===== config.mk =====
export PLATFORM = sky130hd
export DESIGN_NAME = cachepool_l2_arbiter
export DESIGN_NICKNAME = d
export VERILOG_FILES = /design/src/rtl/cachepool_pkg.sv /design/src/rtl/cachepool_rr_arbiter.sv /design/src/rtl/cachepool_l2_arbiter.sv
export SDC_FILE = /design/constraint.sdc
export NUM_CORES = 1
export LEC_CHECK = 0
export ABC_AREA = 1
export BUFFER_PORTS_ARGS = -buffer_cell sky130_fd_sc_hd__buf_2
export CAP_MARGIN = 40
export CORE_ASPECT_RATIO = 0.5
export CORE_MARGIN = 2
export CORE_UTILIZATION = 48
export CTS_CLUSTER_SIZE = 10
export DETAILED_ROUTE_END_ITERATION = 8
export PLACE_DENSITY = 0.84
export REMOVE_ABC_BUFFERS = 1
export SYNTH_ARGS = -nofsm -noshare
export SYNTH_HDL_FRONTEND = slang
export SYNTH_SLANG_ARGS = --single-unit
export TNS_END_PERCENT = 5

===== constraint.sdc =====
create_clock -name clk_i -period 2.8 [get_ports clk_i]
set_input_delay 0.14 -clock clk_i [delete_from_list [all_inputs] [get_ports clk_i]]
set_output_delay 0.14 -clock clk_i [all_outputs]
set_load 0.005 [all_outputs]

===== src/rtl/cachepool_pkg.sv =====
// Shared definitions for the cachepool L2 channel arbiter: controller state
// type, default outstanding-transaction cap and a round-robin helper.
package cachepool_pkg;

    // Default per-requester in-flight transaction cap.
    localparam int unsigned DefaultMaxOutstanding = 4;

    // Channel controller states.
    //   ST_IDLE  : arbitrate and capture one request
    //   ST_ISSUE : present the captured request on the L2 channel
    //   ST_WDATA : forward the write burst of the issued request
    typedef enum logic [1:0] {
        ST_IDLE  = 2'd0,
        ST_ISSUE = 2'd1,
        ST_WDATA = 2'd2
    } state_e;

    // Index following idx in a ring of n requesters.
    function automatic int unsigned rr_next(input int unsigned idx, input int unsigned n);
        return (idx + 1 >= n) ? 0 : idx + 1;
    endfunction

endpackage


===== src/rtl/cachepool_rr_arbiter.sv =====
// Combinational round-robin select: the first set bit of mask found when
// scanning upward from ptr (wrapping at NumReq) wins. Returns both the
// binary index and a one-hot grant vector.
module cachepool_rr_arbiter #(
    parameter int unsigned NumReq   = 4,
    parameter int unsigned IdxWidth = (NumReq > 1) ? $clog2(NumReq) : 1
) (
    input  logic [NumReq-1:0]   mask,
    input  logic [IdxWidth-1:0] ptr,
    output logic                gnt_valid,
    output logic [IdxWidth-1:0] gnt_idx,
    output logic [NumReq-1:0]   gnt_onehot
);

    logic [IdxWidth-1:0] cand;

    // Scan candidates in priority order ptr, ptr+1, ...; the first hit wins.
    // NOTE: every output and temporary gets a default before the loop so
    // no path leaves a value unassigned, which would infer a latch.
    always_comb begin
        gnt_valid  = 1'b0;
        gnt_idx    = '0;
        gnt_onehot = '0;
        cand       = '0;
        for (int k = 0; k < int'(NumReq); k++) begin
            cand = IdxWidth'((int'(ptr) + k) % int'(NumReq));
            if (!gnt_valid && mask[cand]) begin
                gnt_valid        = 1'b1;
                gnt_idx          = cand;
                gnt_onehot[cand] = 1'b1;
            end
        end
    end

endmodule


===== src/rtl/cachepool_l2_arbiter.sv =====
// Shares one L2 request/write/response channel among NumReq requesters.
// One request is captured at a time: it is arbitrated in IDLE, presented
// on the channel in ISSUE and, for writes, its burst is steered through in
// WDATA. A per-requester counter caps in-flight transactions; responses are
// routed back combinationally by index and retire transactions on their
// last beat.
module cachepool_l2_arbiter
    import cachepool_pkg::*;
#(
    parameter int unsigned NumReq         = 4,
    parameter int unsigned AddrWidth      = 48,
    parameter int unsigned MaxOutstanding = DefaultMaxOutstanding,
    localparam int unsigned IdxWidth      = (NumReq > 1) ? $clog2(NumReq) : 1
) (
    input  logic                                clk_i,
    input  logic                                rst_i,
    // requester-side request channel
    input  logic [NumReq-1:0]                   req_valid_i,
    output logic [NumReq-1:0]                   req_ready_o,
    input  logic [NumReq-1:0][AddrWidth-1:0]    req_addr_i,
    input  logic [NumReq-1:0]                   req_write_i,
    input  logic [NumReq-1:0][7:0]              req_len_i,
    // L2 request channel
    output logic                                out_valid_o,
    input  logic                                out_ready_i,
    output logic [AddrWidth-1:0]                out_addr_o,
    output logic                                out_write_o,
    output logic [7:0]                          out_len_o,
    output logic [IdxWidth-1:0]                 out_idx_o,
    // write beat handshake (data is muxed externally by w_sel_o)
    input  logic [NumReq-1:0]                   w_valid_i,
    output logic [NumReq-1:0]                   w_ready_o,
    output logic                                out_w_valid_o,
    input  logic                                out_w_ready_i,
    output logic [IdxWidth-1:0]                 w_sel_o,
    // response routing
    input  logic                                rsp_valid_i,
    output logic                                rsp_ready_o,
    input  logic [IdxWidth-1:0]                 rsp_idx_i,
    input  logic                                rsp_last_i,
    output logic [NumReq-1:0]                   rsp_valid_o,
    input  logic [NumReq-1:0]                   rsp_ready_i
);

    // Wide enough to hold 0..MaxOutstanding inclusive.
    localparam int unsigned CntWidth = $clog2(MaxOutstanding + 1);

    state_e                 state_q;
    logic [IdxWidth-1:0]    rr_ptr_q;
    logic [7:0]             beat_q;
    logic [AddrWidth-1:0]   out_addr_q;
    logic                   out_write_q;
    logic [7:0]             out_len_q;
    logic [IdxWidth-1:0]    out_idx_q;
    logic [CntWidth-1:0]    cnt_q [NumReq];

    logic [NumReq-1:0]      eligible;
    logic                   gnt_valid;
    logic [IdxWidth-1:0]    gnt_idx;
    logic [NumReq-1:0]      gnt_onehot;

    logic                   aw_hs;
    logic                   w_hs;
    logic                   w_last;
    logic                   rsp_in_range;
    logic                   rsp_retire;
    logic [NumReq-1:0]      cnt_inc;
    logic [NumReq-1:0]      cnt_dec;
    logic                   cnt_underflow;

    // ------------------------------------------------------------------
    // Arbitration
    // ------------------------------------------------------------------

    // A requester competes only while it has room for another transaction.
    always_comb begin
        eligible = '0;
        for (int i = 0; i < int'(NumReq); i++) begin
            eligible[i] = req_valid_i[i] && (cnt_q[i] < CntWidth'(MaxOutstanding));
        end
    end

    cachepool_rr_arbiter #(
        .NumReq   (NumReq),
        .IdxWidth (IdxWidth)
    ) u_rr_arbiter (
        .mask       (eligible),
        .ptr        (rr_ptr_q),
        .gnt_valid  (gnt_valid),
        .gnt_idx    (gnt_idx),
        .gnt_onehot (gnt_onehot)
    );

    // Accept only in IDLE; no lookahead while a request is in flight.
    assign req_ready_o = (state_q == ST_IDLE && !rst_i) ? gnt_onehot : '0;

    // ------------------------------------------------------------------
    // Channel outputs
    // ------------------------------------------------------------------

    assign out_valid_o = (state_q == ST_ISSUE);
    assign out_addr_o  = out_addr_q;
    assign out_write_o = out_write_q;
    assign out_len_o   = out_len_q;
    assign out_idx_o   = out_idx_q;
    assign w_sel_o     = out_idx_q;

    assign aw_hs  = out_valid_o && out_ready_i;
    assign w_hs   = out_w_valid_o && out_w_ready_i;
    assign w_last = (beat_q == out_len_q);

    // Steer the write-beat handshake between the granted requester and L2.
    always_comb begin
        out_w_valid_o = 1'b0;
        w_ready_o     = '0;
        if (state_q == ST_WDATA) begin
            out_w_valid_o        = w_valid_i[out_idx_q];
            w_ready_o[out_idx_q] = out_w_ready_i;
        end
    end

    // ------------------------------------------------------------------
    // Response routing
    // ------------------------------------------------------------------

    assign rsp_in_range = (32'(rsp_idx_i) < NumReq);

    // Route responses by index; out-of-range indices are drained so the
    // channel never stalls on a response nobody can take.
    always_comb begin
        rsp_valid_o = '0;
        rsp_ready_o = 1'b0;
        if (!rst_i) begin
            if (rsp_in_range) begin
                rsp_valid_o[rsp_idx_i] = rsp_valid_i;
                rsp_ready_o            = rsp_ready_i[rsp_idx_i];
            end else begin
                rsp_ready_o = 1'b1;
            end
        end
    end

    assign rsp_retire = rsp_valid_i && rsp_ready_o && rsp_last_i && rsp_in_range;

    // ------------------------------------------------------------------
    // Outstanding counters
    // ------------------------------------------------------------------

    // Per-requester increment on issue and decrement on last response beat.
    always_comb begin
        cnt_inc       = '0;
        cnt_dec       = '0;
        cnt_underflow = 1'b0;
        for (int i = 0; i < int'(NumReq); i++) begin
            cnt_inc[i] = aw_hs && (out_idx_q == IdxWidth'(i));
            cnt_dec[i] = rsp_retire && (rsp_idx_i == IdxWidth'(i));
            if (cnt_dec[i] && !cnt_inc[i] && cnt_q[i] == '0) begin
                cnt_underflow = 1'b1;
            end
        end
    end

    // Update counters; a same-cycle issue and retire cancel, and a retire
    // at zero is ignored rather than wrapping.
    // NOTE: the counter array is reset element by element because arbitration
    // reads it from the first cycle after reset; it is a handful of flops,
    // not a RAM, so there is no cost to clearing it.
    always_ff @(posedge clk_i or posedge rst_i) begin
        if (rst_i) begin
            for (int i = 0; i < int'(NumReq); i++) begin
                cnt_q[i] <= '0;
            end
        end else begin
            for (int i = 0; i < int'(NumReq); i++) begin
                if (cnt_inc[i] && !cnt_dec[i]) begin
                    cnt_q[i] <= cnt_q[i] + CntWidth'(1);
                end else if (cnt_dec[i] && !cnt_inc[i] && cnt_q[i] != '0) begin
                    cnt_q[i] <= cnt_q[i] - CntWidth'(1);
                end
            end
        end
    end

    // A retire with nothing outstanding means the L2 side lost track.
    a_no_underflow : assert property (@(posedge clk_i) disable iff (rst_i) !cnt_underflow);

    // ------------------------------------------------------------------
    // Controller
    // ------------------------------------------------------------------

    // Capture, issue and write-burst sequencing; reset abandons any
    // transaction in progress.
    // NOTE: all state here is written with non-blocking assignments so every
    // flop samples the pre-edge values, independent of statement order.
    always_ff @(posedge clk_i or posedge rst_i) begin
        if (rst_i) begin
            state_q     <= ST_IDLE;
            rr_ptr_q    <= '0;
            beat_q      <= '0;
            out_addr_q  <= '0;
            out_write_q <= 1'b0;
            out_len_q   <= '0;
            out_idx_q   <= '0;
        end else begin
            unique case (state_q)
                ST_IDLE: begin
                    if (gnt_valid) begin
                        out_addr_q  <= req_addr_i[gnt_idx];
                        out_write_q <= req_write_i[gnt_idx];
                        out_len_q   <= req_len_i[gnt_idx];
                        out_idx_q   <= gnt_idx;
                        state_q     <= ST_ISSUE;
                    end
                end
                ST_ISSUE: begin
                    if (out_ready_i) begin
                        rr_ptr_q <= IdxWidth'(rr_next(32'(out_idx_q), NumReq));
                        beat_q   <= '0;
                        state_q  <= out_write_q ? ST_WDATA : ST_IDLE;
                    end
                end
                ST_WDATA: begin
                    if (w_hs) begin
                        if (w_last) begin
                            beat_q  <= '0;
                            state_q <= ST_IDLE;
                        end else begin
                            beat_q <= beat_q + 8'd1;
                        end
                    end
                end
                default: begin
                    state_q <= ST_IDLE;
                end
            endcase
        end
    end

endmodule


After elaboration in Yosys (flattened, before gate mapping)
Index checks and enable logic that the tools add are counted.
Cells by class
  add/subtract/negate cells: 13
  order comparisons: 18
  equal/unequal tests: 13
  muxes and demuxes: 66
  bitwise gates (word level): 5
  reduce and logical (&&, ||, !) cells: 66
Operators with widths (count)
  $bmux W48 S2: 1
  $mux W48: 1
  $logic_and A1 B1 Y1: 38
  $mux W8: 4
  $mux W4: 7
  $mux W3: 8
  $lt A2 B3 Y1 const B: 7
  $mux W2: 10
  $mux W1: 19
  $bmux W8 S2: 1
  $pmux W8 S2: 1
  $bmux W1 S2: 7
  $add A3 B1 Y3 const B: 4
  $demux W1 S2: 6
  $ge A2 B1 Y1 const B: 6
  $logic_not A1 Y1: 12
  $lt A3 B3 Y1 const B: 4
  $or A4 B4 Y4: 3
  $reduce_bool A3 Y1: 4
  $sub A3 B1 Y3 const B: 4
  $eq A2 B2 Y1 const B: 5
  $reduce_bool A2 Y1: 5
  $add A8 B1 Y8 const B: 1
  $and A4 B4 Y4: 2
  13 further kinds: 21
Word-level totals
  bits in registers: 83
  input bits: 248
  output and inout port bits: 76
  logic and storage cells: 192

Logic depth before layout (Yosys ltp)
  depth in word-level cells: 16
  depth in mapped cells: 16
  gate-level depth less buffers: 15

Modules after synthesis
Synthesis repeated with hierarchy kept, for this count alone.
Unflattened totals
  cells, all modules: 915
  area, all modules: 6206.0 µm²
By module, submodules not included
  cachepool_l2_arbiter: instances 1, cells an instance 841, area each 5765.5 µm², sequential area each 2077.0 µm²
  cachepool_rr_arbiter: instances 1, cells an instance 74, area each 440.4 µm², sequential area each 0.0 µm²

Worst setup path after synthesis
No wires, ideal clock.
  path type: in2reg
  from: input rst_i
  to: register cnt_q[10] (netlist name)
  library setup time: 0.117 ns
  data arrival time: 3.545 ns
  data required time: 2.683 ns
  slack: -0.862 ns
  cell stages on the path: 8
  path buffers: 0
  path through: inv_1 nand2_1 nor3b_1 nand2_1 nand3_1 fa_1 nand2_1 nand2_1
On the way
  cells in the longest elaborated chain, start to end: 7
  elaborated cells on any way between the ends: 10
  classes of those cells: mux (2); reduce/logical (8)
Ends and longest elaborated chain
  start, declared: RTL line cachepool_l2_arbiter.sv:16  | input logic rst_i,
  $mux W1 (*): RTL line cachepool_l2_arbiter.sv:133  | if (!rst_i) begin
  $logic_and A1 B1 Y1 (*) (2 in a row): RTL line cachepool_l2_arbiter.sv:143  | assign rsp_retire = rsp_valid_i && rsp_ready_o && rsp_last_i && rsp_in_range;
  $logic_and A1 B1 Y1 (*): RTL line cachepool_l2_arbiter.sv:156  | cnt_dec[i] = rsp_retire && (rsp_idx_i == IdxWidth'(i));
  $logic_not A1 Y1 or $logic_and A1 B1 Y1 (tied branches): RTL line cachepool_l2_arbiter.sv:175, cachepool_l2_arbiter.sv:177
  $logic_and A1 B1 Y1, on equally long branches: RTL line cachepool_l2_arbiter.sv:175, cachepool_l2_arbiter.sv:177
  $mux W3 or $reduce_bool A2 Y1 (tied branches)
  end signal, assigned by index: RTL line cachepool_l2_arbiter.sv:176  | cnt_q[i] <= cnt_q[i] + CntWidth'(1);
  end signal, assigned by index: RTL line cachepool_l2_arbiter.sv:178  | cnt_q[i] <= cnt_q[i] - CntWidth'(1);
  end, declared: RTL line cachepool_l2_arbiter.sv:55  | logic [CntWidth-1:0] cnt_q [NumReq];
Every way passes the cells marked *; elsewhere a longest branch is shown, timed or not.
A chain may end at the register's enable or synchronous reset.

Worst setup path after layout
  from: register rr_ptr_q[0]
  to: register out_write_q (netlist: out_write_o)
On the way
  cells in the longest elaborated chain, start to end: 14
  elaborated cells on any way between the ends: 28
  classes of those cells: add/sub (3); mux (18); reduce/logical (7)
Ends and longest elaborated chain
  start, declared: RTL line cachepool_l2_arbiter.sv:49  | logic [IdxWidth-1:0] rr_ptr_q;
  start signal, assigned: RTL line cachepool_l2_arbiter.sv:217  | rr_ptr_q <= IdxWidth'(rr_next(32'(out_idx_q), NumReq));
  parallel branches: the longest is 14 deep, another holds $add A2 B1 Y2
  end signal, assigned: RTL line cachepool_l2_arbiter.sv:209  | out_write_q <= req_write_i[gnt_idx];
  end, declared: RTL line cachepool_l2_arbiter.sv:52  | logic out_write_q;
Several ways; the timed one is not identified. The select of a mux whose other input is x is not followed.

==> flow_summary.ini <==
[yosys]
syn_area_mm2 = 0.00675
synth_warnings = 0
seq_area_frac_synth = 0.308
synth_area_leaders = dfrtp_1, nand2_1, nand3_1
synth_top_area_frac = 0.308
ys.flop_type = dfrtp_1
synth-edff-count = 0
ys_seq_elements = 83
yosysMostFrequentCell = nand2_1
synth_common_cells = nand2_1, nand3_1, inv_1
syn_inst = 1078
synthArstFlopShare = 1.00
synthDistinctLibCells = 34
yosys.area.top_type = dfrtp_1
syn_area_per_cell_um2 = 6.26

[die]
initial_core_util = 0.494
core_area_mm2 = 0.0137
dieArea_mm2 = 0.0151
rows = 30
die_h_um = 87.9
die_x_um = 172
ioPinCount = 324

[finish]
nNetsFinal = 1654
final_area_mm2 = 0.00885
drive_gt1_frac = 0.299
fillers = 1275
diodes = 0
syn_to_final_growth_pct = 31.1

[clocking]
cts_tree = done
clockRootBuffer = clkbuf_16
cts.sinks = 83
cts_buffers = 9
cts.reportedPaths.clkPinSlew_ns = 0.06
clock_latency_ns = 0.33
clockBufferDepth = 2
htree_levels = 3

[pwr]
leakagePower_nw = 5.49
power_w = 0.0107
power.density_mw_per_mm2 = 1210
ir_drop_v = 0.00100

[setup_path]
crit_family = simple AND/OR/NAND/NOR gates
cp.required_ns = 3.01
cp_max_fo = 62
r2r-start = rr_ptr_q[0]$_DFFE_PP0N_
cp-start-kind = flop
rrSetupSlack_ns = 0.23
path_cells = inv_2 -> ha_1 -> inv_1 -> nand3_1 -> nand2_2 -> nand3_2 -> or2_1 -> nand2_4 -> clkbuf_8 -> inv_2 -> nand2_1 -> nand2_1
r2r_end = out_write_o$_DFFE_PP0P_
r2r_cells = 12
end_kind = flop
critPathSlowestCell = clkbuf_8
worstSetupPathType = flop to flop
critPathMaxStageDelay_ns = 0.38
critPathBufInv = 4
arrival_ns = 2.78

[sta]
setup_slack_ns = 0.233
setup_viol = 0
relSlewSlack = 0.602
fmax_ghz = 0.390
final_hold_viol_count = 0
fin_skew_ns = 0.00689
finalCritPeriodShare = 0.917
tightest_slew_ns = 0.596
finalMaxSlewViolations = 0
tns_ns = 0
rsz0062_at_grt = no
hold_ws_ns = 0.0285
period_minus_slack_ns = 2.57

[routing]
wirelength_mm = 20.0
drt-vias-per-instance = 4.96
first_pass_iters = 5
wl_per_cell_um = 12.6
vias = 7862
drtAntennaViolNets = 0
drt_iter0_drc = 532
drc = 0

[place]
postPlaceCellArea_mm2 = 0.00855
pre_cts_slack_ns = 0.0250
gp_congestion = 0.930
hpwl_mm = 15.6
port_buffers = 323

[global_route]
gr-total-overflow = 0
grt_max_degree = 63
grt_pass1_vias = 7318
track_usage = 0.263
grt_pass1_wl_mm = 32.3
antenna_found_initial = 0

[hold_path]
hold_class = input port to flop
min_delay_path_depth = 2
hp-start = out_ready_i
holdPathEnd = state_q[0]$_DFFE_PP0P_

[run]
maxCapViolCount = 0

[status]
status = finished, final reports clean
==> power by group <==
part	internal (W)	total (W)	switching, W
registers	0.00175	0.00221	0.000460
logic	0.00282	0.00736	0.00454
clock network	0.000706	0.00115	0.000439
total	0.00528	0.0107	0.00544
==> stage by stage <==
| step | cells | utilization |
|---|---|---|
| final | 1584 | 0.648 |
| after global routing | 1584 | 0.648 |
| after CTS | 1584 | 0.647 |
| after detailed placement | 1569 | 0.626 |
| after global placement | 1566 | 0.621 |
| after floorplan | 1028 | - |
==> how the worst max path moves through the flow <==
| stage | start | end | cells after the start | slack [ns] |
|---|---|---|---|---|
| 2_1_floorplan | rr_ptr_q[1]$_DFFE_PP0N_ | out_addr_o[10]$_DFFE_PP0P_ | 11 | -2.25 |
| 3_3_place_gp | rr_ptr_q[0]$_DFFE_PP0N_ | out_addr_o[16]$_DFFE_PP0P_ | 15 | 0.03 |
| 3_5_place_dp | rr_ptr_q[0]$_DFFE_PP0N_ | out_write_o$_DFFE_PP0P_ | 12 | 0.02 |
| 4_1_cts | rr_ptr_q[0]$_DFFE_PP0N_ | out_write_o$_DFFE_PP0P_ | 12 | 0.009 |
| 5_1_grt | rr_ptr_q[0]$_DFFE_PP0N_ | out_write_o$_DFFE_PP0P_ | 12 | 0.007 |
| 6_report | rr_ptr_q[0]$_DFFE_PP0N_ | out_write_o$_DFFE_PP0P_ | 12 | 0.23 |
==> cell usage in the layout (no fill, tap or decap), types with 6 or more instances in the layout <==
cell type  instances
dfrtp_1           83
inv_1            202
nand3_1          214
ha_1              13
nor3_1             6
or2_2             38
buf_4             19
clkbuf_16          9
nand4_1            8
buf_2            323
xor2_1             6
nand2_1          374
a21oi_1            7
xnor2_1            8
o21ai_0            6
nor2_1            24
==> layer usage <==
metal	vias up	routed length [µm]	share of wire	GRT usage
li1	3913	-	-	-
met1	3637	8550	0.43	0.326
met4	0	457	0.023	0.0848
met3	51	1010	0.051	0.0456
met5	-	0	0	0
met2	261	9930	0.50	0.472
==> logic make-up (layout without fill, tap and decap cells) <==
group,after synthesis,count (layout),share of synthesized area
adder cells (fa/ha/maj),17,17,0.0359
multiplexers,1,1,0.00167
buffers and inverters,257,571,0.165
AND/OR/NAND/NOR,681,681,0.448
AO/OA/AOI/OAI,25,25,0.0241
flip-flops,83,83,0.308
XOR/XNOR,14,14,0.0182
==> layout make-up <==
type                    instances  area [µm²]  area share
clock buffers                  12         246      0.0278
clock inverters                 2        37.5     0.00424
inverters                     207         778      0.0879
multi-input cells             738        3580       0.404
flip-flops and latches         83        2080       0.235
well taps                     192         240      0.0271
repair buffers                350        1900       0.214
==> registers in the layout, summed over array words and instances (netlist names) <==
| register | flops |
|---|---|
| beat_q | 8 |
| cnt_q | 12 |
| out_addr_o | 48 |
| out_idx_o | 2 |
| out_len_o | 8 |
| out_write_o | 1 |
| rr_ptr_q | 2 |
| state_q | 2 |
==> what timing repair did <==
item | in CTS | in global routing
hold buffers | 1 | 0
endpoints found under the hold margin | 8 | 0
gates resized for setup | 0 | 3
setup buffers | 0 | 0
endpoints found under the setup margin | 0 | 52
Note: power is estimated with default switching activity, not from simulation.
